$ cat src/rtl/pwm_pkg.sv
// Shared PWM definitions: duty width, free-running period and ramp FSM states.
package pwm_pkg;
    localparam int DUTY_W     = 8;
    localparam int PWM_PERIOD = 256;

    typedef logic [DUTY_W-1:0] duty_t;

    typedef enum logic {
        IDLE = 1'b0,
        RAMP = 1'b1
    } ramp_state_t;
endpackage

$ cat src/rtl/pwm_frame_timer.sv
// Free-running frame counter, phase-locked to the downstream PWM counter.
// frame_evt_o marks the last count before the PWM latch cycle.
module pwm_frame_timer #(
    parameter int PERIOD = 256
) (
    input  logic clk,
    input  logic rst_n,
    output logic frame_evt_o
);
    localparam int CNT_W = (PERIOD > 2) ? $clog2(PERIOD) : 1;

    logic [CNT_W-1:0] count_q, count_d;

    always_comb begin
        count_d = count_q + CNT_W'(1);
        if (count_q == CNT_W'(PERIOD - 1)) count_d = '0;
    end

    always_ff @(posedge clk or negedge rst_n) begin
        if (!rst_n) count_q <= '0;
        else        count_q <= count_d;
    end

    assign frame_evt_o = (count_q == CNT_W'(PERIOD - 2));
endmodule

$ cat src/rtl/pwm_duty_ramp.sv
// Frame-aligned duty ramp feeding the PWM DutyCycle input.
// Define DUTY_RAMP_RETARGET_EN to allow a new target to be accepted mid-ramp.
module pwm_duty_ramp
    import pwm_pkg::*;
#(
    parameter int WIDTH         = DUTY_W,
    parameter int PERIOD        = PWM_PERIOD,
    parameter int STEP_PERIOD_W = 16
) (
    input  logic                     Clk,
    input  logic                     nReset,
    input  logic [WIDTH-1:0]         Target,
    input  logic                     TargetValid,
    output logic                     TargetReady,
    input  logic [WIDTH-1:0]         StepSize,
    input  logic [STEP_PERIOD_W-1:0] StepPeriod,
    output logic [WIDTH-1:0]         DutyCycle,
    output logic                     Busy,
    output logic                     Done
);
    ramp_state_t              state_q, state_d;
    logic [WIDTH-1:0]         duty_q, duty_d;
    logic [WIDTH-1:0]         tgt_q, tgt_d;
    logic [WIDTH-1:0]         step_q, step_d;
    logic [STEP_PERIOD_W-1:0] sper_q, sper_d;
    logic [STEP_PERIOD_W-1:0] scnt_q, scnt_d;
    logic                     done_q, done_d;
    logic                     frame_evt;
    logic                     accept;
    logic [WIDTH-1:0]         duty_next;

    pwm_frame_timer #(.PERIOD(PERIOD)) u_frame_timer (
        .clk         (Clk),
        .rst_n       (nReset),
        .frame_evt_o (frame_evt)
    );

    // Extra bit catches overflow/borrow so the result clamps at the target.
    function automatic logic [WIDTH-1:0] step_toward(input logic [WIDTH-1:0] d,
                                                     input logic [WIDTH-1:0] s,
                                                     input logic [WIDTH-1:0] t);
        logic [WIDTH:0] up;
        logic [WIDTH:0] dn;
        up = {1'b0, d} + {1'b0, s};
        dn = {1'b0, d} - {1'b0, s};
        if (t > d) step_toward = (up > {1'b0, t}) ? t : up[WIDTH-1:0];
        else       step_toward = (dn[WIDTH] || (dn[WIDTH-1:0] < t)) ? t : dn[WIDTH-1:0];
    endfunction

`ifdef DUTY_RAMP_RETARGET_EN
    assign TargetReady = 1'b1;
`else
    assign TargetReady = (state_q == IDLE);
`endif

    assign accept    = TargetValid & TargetReady;
    assign duty_next = step_toward(duty_q, step_q, tgt_q);

    // An accept wins over a coincident frame event, so that event is not counted.
    always_comb begin
        state_d = state_q;
        duty_d  = duty_q;
        tgt_d   = tgt_q;
        step_d  = step_q;
        sper_d  = sper_q;
        scnt_d  = scnt_q;
        done_d  = 1'b0;
        if (accept) begin
            tgt_d  = Target;
            step_d = (StepSize == '0) ? WIDTH'(1) : StepSize;
            sper_d = (StepPeriod == '0) ? STEP_PERIOD_W'(1) : StepPeriod;
            scnt_d = '0;
            if (Target == duty_q) begin
                state_d = IDLE;
                done_d  = 1'b1;
            end else begin
                state_d = RAMP;
            end
        end else if (state_q == RAMP && frame_evt) begin
            if (scnt_q == sper_q - STEP_PERIOD_W'(1)) begin
                scnt_d = '0;
                duty_d = duty_next;
                if (duty_next == tgt_q) begin
                    state_d = IDLE;
                    done_d  = 1'b1;
                end
            end else begin
                scnt_d = scnt_q + STEP_PERIOD_W'(1);
            end
        end
    end

    always_ff @(posedge Clk or negedge nReset) begin
        if (!nReset) begin
            state_q <= IDLE;
            duty_q  <= '0;
            tgt_q   <= '0;
            step_q  <= WIDTH'(1);
            sper_q  <= STEP_PERIOD_W'(1);
            scnt_q  <= '0;
            done_q  <= 1'b0;
        end else begin
            state_q <= state_d;
            duty_q  <= duty_d;
            tgt_q   <= tgt_d;
            step_q  <= step_d;
            sper_q  <= sper_d;
            scnt_q  <= scnt_d;
            done_q  <= done_d;
        end
    end

    assign DutyCycle = duty_q;
    assign Busy      = (state_q == RAMP);
    assign Done      = done_q;
endmodule

$ cat config.mk
export PLATFORM = sky130hd
export DESIGN_NAME = pwm_duty_ramp
export DESIGN_NICKNAME = d
export VERILOG_FILES = /design/src/rtl/pwm_pkg.sv /design/src/rtl/pwm_frame_timer.sv /design/src/rtl/pwm_duty_ramp.sv
export SDC_FILE = /design/constraint.sdc
export NUM_CORES = 1
export LEC_CHECK = 0
export ABC_AREA = 1
export CAP_MARGIN = 10
export CORE_MARGIN = 2
export CORE_UTILIZATION = 30
export DETAILED_ROUTE_END_ITERATION = 10
export HOLD_SLACK_MARGIN = 0.06
export MAX_ROUTING_LAYER = met4
export PLACE_DENSITY_LB_ADDON = 0.1
export SLEW_MARGIN = 10
export SYNTH_ARGS = -nofsm -noshare
export SYNTH_HDL_FRONTEND = slang
export SYNTH_SLANG_ARGS = --single-unit
$ cat constraint.sdc
create_clock -name Clk -period 8.3 [get_ports Clk]
set_clock_uncertainty 0.15 [all_clocks]
set_input_delay 0.83 -clock Clk [delete_from_list [all_inputs] [get_ports Clk]]
set_output_delay 0.83 -clock Clk [all_outputs]
set_load 0.01 [all_outputs]
==> summary.txt, run 1 <==
Run status
  – Status: finished, final reports clean

Setup path
  – CP bufs+invs: 3
  – Critical Path RT: 8.38 ns
  – Reg2reg setup slack: about 4 ns
  – CP Max Fanout: 12
  – Worst path most repeated cell: nand2_1
  – Cell family with most CP delay: simple AND/OR/NAND/NOR gates
  – Crit Reg-Reg Endpoint: Busy
  – WP data arrival: roughly 4.3 ns
  – Crit end category: flip-flop
  – Cell at the slowest stage of the critical path: ha_1
  – CP peak stage delay: between 0.5 and 0.6 ns
  – Critical Setup Path Class: reg2reg
  – Reg2Reg Depth: 25
  – Reg2reg start: DutyCycle[3]
  – Startpoint Class: flip-flop

Clocking
  – TritonCTS clock tree: done
  – Clock root buffer: clkbuf_16
  – Max clock buf depth: 2
  – Worst-Skew Late Latency: 0.34 ns
  – Num CTS Buffers: 9
  – Cts hold-fix bufs: 0
  – TritonCTS Sinks: 66
  – Post-CTS Setup Inserts: 0
  – H-Tree Depth: 3
  – Post-cts resize count: 0
  – CTS clk-pin slew, worst paths: 0.06 ns

Routing
  – Via density per instance: 4.75
  – Detailed Route Iter0 Violations: 398
  – WL/cell: approximately 15 um
  – Routed Antenna Nets: 0
  – Total number of vias: 5257
  – Drt drc: 0
  – Total Wirelength: around 16000 um
  – DRT Pass-1 Iters: 6

Timing
  – Minimum clock period: ~4.2 ns
  – RSZ-0062 raised after global routing: no
  – Final hold violations: 0
  – Final setup margin: 4.11 ns
  – Worst-Margin Slew: just under 0.9 ns
  – Relative slew margins: about two fifths
  – Final slew viol count: 0
  – Setup TNS: 0 ns
  – Fmax: 239 MHz
  – WHS: 0.349 ns
  – Tcrit/Tclk final: 50.5%
  – Final setup violation count: 0

Floorplan
  – Core box area: 18500 um2
  – IO Count: 46
  – Area of the die: roughly 20000 um2
  – Die Wd: 141 um
  – Site Rows: 50
  – Starting Density: 30.3%
  – Chip Height: 141 um

GRT
  – Initial antenna violation count: 0
  – GRT Util Overall: ~18%
  – Global-route wire length before repair: 26900 um
  – Largest net degree at the start of global routing: 67
  – Grt ovf: 0
  – Vias in the first global route: 5177

Cells and area
  – # fillers: 2047
  – Commonest non-fill, non-tap cell in the layout: nand2_1
  – Layout cells sized above 1: 5.04%
  – Area Growth Syn to Fin: 17.1%
  – Nets: 948
  – N_diodes: 0
  – Most frequent cells in the layout: nand2_1, inv_1, nand3_1, dfrtp_1, nor2_1

Pwr
  – Clock power frac: 52.6%
  – Internal power: 572 uW
  – Leak: 0.00333 uW
  – Max IR drop VDD: 0.103 mV
  – Power share of the sequential group: 43.5%
  – Switching Share: 22.8%
  – Net Sw Power: around 170 uW
  – Combinational power share: 4.0%
  – Pwr/cell area: 113 nW/um2

Hold path
  – Min-Delay Path Class: reg2reg
  – Hold endpoint: u_frame_timer.count_q[6]
  – Worst Hold Launch: u_frame_timer.count_q[6]
  – Hold path depth: 1

Run
  – Max cap viols: 0

Yosys
  – Post-Syn Area: 5610 um2
  – Register bit total from synthesis: 66
  – YS warnings: 0
  – Top post-synthesis cells by area: dfrtp_1, nand2_1, ha_1
  – Mapped Cells: around 830
  – Syn Nets: 911
  – Yosys top cell area share: 28.6%
  – Post-synthesis area per instance: 6.75 um2
  – Synth cell types: 42
  – Synth area leader: dfrtp_1
  – Seq/Total Area, Yosys: 29.5%

Place
  – Port Buffers: between 40 and 50
  – Post-Place Worst Slack: 4.20 ns
  – Gp weighted congestion: 0.889
  – Final HPWL DP: about 13000 um
power groups by stage:
| stage | clock [uW] | sequential (uW) | combinational, uW |
|---|---|---|---|
| 2_1_floorplan | 0 | 328 | 3.41 |
| 3_3_place_gp | 0 | 328 | 31.1 |
| 3_5_place_dp | 0 | 328 | 30.6 |
| 4_1_cts | 403 | 322 | 30.8 |
| 5_1_grt | 418 | 322 | 33.4 |
| 6_report | 389 | 322 | 29.6 |
final cells by class:
type | count | area [um2] | area share (%)
clock buffers | 9 | 225 | 3.43
clock inverters | 7 | 76.3 | 1.16
inverters | 111 | 417 | 6.34
multi-input cells | 632 | 3430 | 52.3
flip-flops and latches | 66 | 1650 | 25.2
well taps | 234 | 293 | 4.46
repair buffers | 48 | 470 | 7.16
cell usage after synthesis (all sizes together):
cell / instances
ha: 43
nor2: 54
xor2: 20
xnor2: 10
o211ai: 1
nand3: 95
clkbuf: 14
a21o: 2
fa: 2
a21oi: 18
o21bai: 2
nor3b: 1
and2: 1
o22ai: 7
dfstp: 2
or2: 4
inv: 111
nand2: 264
and3: 1
o31ai: 4
o21ai: 43
nor4: 7
nor3: 11
a22oi: 1
dfrtp: 64
nand4: 28
a41oi: 1
buf: 8
o21a: 4
nand3b: 8
stage by stage:
step	cells	total power (uW)	util, %	cell area (um2)
final	1107	741	35.5	6570
after global routing	1107	773	35.5	6570
after CTS	1107	756	35.5	6570
after detailed placement	1091	358	33.8	6270
after global placement	1091	359	33.8	6270
after floorplan	831	331	-	5610
state kept, by name (all words and copies together) (netlist names):
name and count:
Done 1, u_frame_timer.count_q 8, step_q 8, DutyCycle 8
Busy 1, scnt_q 16, sper_q 16, tgt_q 8
worst max-delay path by stage:
stage                             from  endpoint  cells after the start
after floorplan           DutyCycle[0]      Busy                     23
after global placement    DutyCycle[3]      Busy                     25
after detailed placement  DutyCycle[3]      Busy                     24
after CTS                 DutyCycle[3]      Busy                     24
after global routing      DutyCycle[3]      Busy                     24
final                     DutyCycle[3]      Busy                     25
metal layers:
layer  track usage (%)  vias to the layer above  share of wire (%)  wire [um]
met5                 -                        -                  0          0
met4              3.32                        0               0.57         93
met3              3.02                        5                3.9        636
met2              26.5                      102                 42       6840
met1              25.4                     2372                 53       8610
li1                  -                     2778                  -          -
logic make-up after synthesis:
group | share of synthesized area [%]
and+or+nand+nor | 37.6
buffers and inverters | 9.28
AOI/OAI and AO/OA | 8.39
DFF | 29.5
adders and majority gates | 10.3
xor gates and xnor gates | 4.95
Power figures use the tool's default switching activity.
==> inputs of run 2 (changes only) <==
Clock period 8.3 ns to 3.6 ns, I/O delays scaled along.
==> summary.txt, run 2 (same netlist as run 1, synthesis figures left out) <==
Setup path
  – Startpoint Class: flip-flop
  – WP data arrival: 3.50 ns
  – Worst setup startpoint: step_q[0]
  – CP Max Fanout: 5
  – Critical Setup Path Class: reg2reg
  – Critical Path RT: between 3 and 4 ns
  – Reg2reg start: step_q[0]
  – Crit end category: flip-flop

Timing
  – Final hold violations: 0
  – Worst-Margin Slew: 0.898 ns
  – Tcrit/Tclk final: 94.9%
  – Setup TNS: 0 ns
  – Final setup margin: 0.183 ns
  – Final slew viol count: 0
  – Fmax: 293 MHz
  – Final setup violation count: 0
  – Minimum clock period: 3.42 ns
  – Relative slew margins: 40.1%

Clocking
  – TritonCTS Sinks: between 60 and 70
  – TritonCTS clock tree: done
  – Max clock buf depth: 2
  – CTS clk-pin slew, worst paths: 0.06 ns
  – H-Tree Depth: 3
  – Num CTS Buffers: 9
  – Worst-Skew Late Latency: 0.34 ns
  – Clock root buffer: clkbuf_16

GRT
  – Global-route wire length before repair: 28200 um
  – Largest net degree at the start of global routing: 67
  – GRT Util Overall: 18.9%
  – Initial antenna violation count: 1
  – Vias in the first global route: 5246
  – Grt ovf: 0

Routing
  – Routed Antenna Nets: 0
  – Total number of vias: between 5000 and 6000
  – Detailed Route Iter0 Violations: between 300 and 400
  – Via density per instance: between 4 and 5
  – Total Wirelength: 17700 um
  – DRT Pass-1 Iters: 5
  – Drt drc: 0
  – WL/cell: 15.3 um

Floorplan
  – IO Count: 46
  – Area of the die: 19800 um2
  – Chip Height: 141 um
  – Starting Density: 30.3%
  – Core box area: 18500 um2
  – Die Wd: 141 um
  – Site Rows: 50

Hold path
  – Min-Delay Path Class: reg2reg
  – Worst Hold Launch: u_frame_timer.count_q[4]

Cells and area
  – Most frequent cells in the layout: nand2_1, inv_1, nand3_1, dfrtp_1, buf_4
  – Area Growth Syn to Fin: 28.2%
  – Nets: 998
  – Top Registers: scnt_q (16), sper_q (16)
  – # fillers: 2036
  – Commonest non-fill, non-tap cell in the layout: nand2_1
  – N_diodes: 0
  – Post-Layout Cell Count: 1156
  – Layout cells sized above 1: 15.8%

Run status
  – Status: finished, final reports clean

Pwr
  – Pwr/cell area: 226 nW/um2
  – Combinational power share: 4.4%
  – Net Sw Power: approximately 380 uW
  – Switching Share: 23.6%
  – Power share of the sequential group: a little under half
  – Internal power: 1240 uW
  – Leak: between 0.003 and 0.004 uW
  – Max IR drop VDD: 0.210 mV
  – Clock power frac: approximately half

Place
  – Port Buffers: 45
  – Cells after DPL: 1134
  – Gp weighted congestion: 0.835
  – Post-Place Worst Slack: -0.152 ns
  – Final HPWL DP: between 10000 and 15000 um

Run
  – Max cap viols: 0
## run 2: final timing paths
check / cells after the start / slack [ns] / end
max: 22 / 0.18 / Busy
min: 1 / 0.35 / u_frame_timer.count_q[4]
max reg2reg: 22 / 0.18 / Busy
min reg2reg: 1 / 0.35 / u_frame_timer.count_q[4]
max in group asynchronous: 2 / 2.10 / step_q[1]
min in group asynchronous: 2 / 0.51 / tgt_q[0]
## run 2: layer usage
metal,wire length [um],up-vias,track usage [%]
met4,196,0,4.21
met1,9340,2556,28.1
met3,752,14,3.23
met5,0,-,-
met2,7450,98,26.7
li1,-,2879,-
## run 2: metrics by stage
step / hold WS [ns] / utilization [%] / area [um2] / power [uW]
after floorplan: -0.0856 / - / 5610 / 763
after global placement: 0.342 / 35.7 / 6600 / 828
after detailed placement: 0.342 / 35.7 / 6600 / 828
after CTS: 0.354 / 37.1 / 6880 / 1650
after global routing: 0.379 / 38.8 / 7190 / 1690
final: 0.346 / 38.8 / 7190 / 1620
## run 2: area by class of cell
cell class	instances	area, um2	area share (%)
multi-input combinational	633	3710	51.6
sequential	66	1660	23.1
timing repair buffer	97	857	11.9
inverter	111	419	5.83
tap	234	293	4.07
clock buffer	12	236	3.29
clock inverter	3	17.5	0.244
## run 2: worst max-delay path, cell delays in order, from the launching register on
cell and delay (ns):
dfstp_2 0.59, ha_4 0.15, inv_2 0.05, fa_2 0.40
nand4_1 0.14, nand4_1 0.13, nand2_2 0.10, inv_1 0.05
ha_1 0.27, nand2_1 0.07, o21a_1 0.20, nand2_2 0.11
nand2_4 0.10, nand2_1 0.11, nand2_1 0.07, nand2_2 0.07
nand3_2 0.08, nand2_2 0.11, nand3_2 0.06, nor2_1 0.12
nand3_1 0.09, nand2_1 0.06, nand2_1 0.05
## run 2: repair_timing
| action | in CTS | in global routing |
|---|---|---|
| cloned | 0 | 1 |
| setup endpoints to repair | 2 | 5 |
| hold buffers | 1 | 0 |
| buffers inserted | 0 | 5 |
| hold endpoints to repair | 64 | 0 |
| resized for setup | 3 | 63 |
| pin swaps | 0 | 30 |
## run 2: power by group through the flow
stage	registers [uW]	logic, uW	clock network, uW
after floorplan	756	7.86	0
after global placement	755	72.7	0
after detailed placement	755	72.5	0
after CTS	742	73.7	833
after global routing	742	78.6	869
final	742	71.4	808
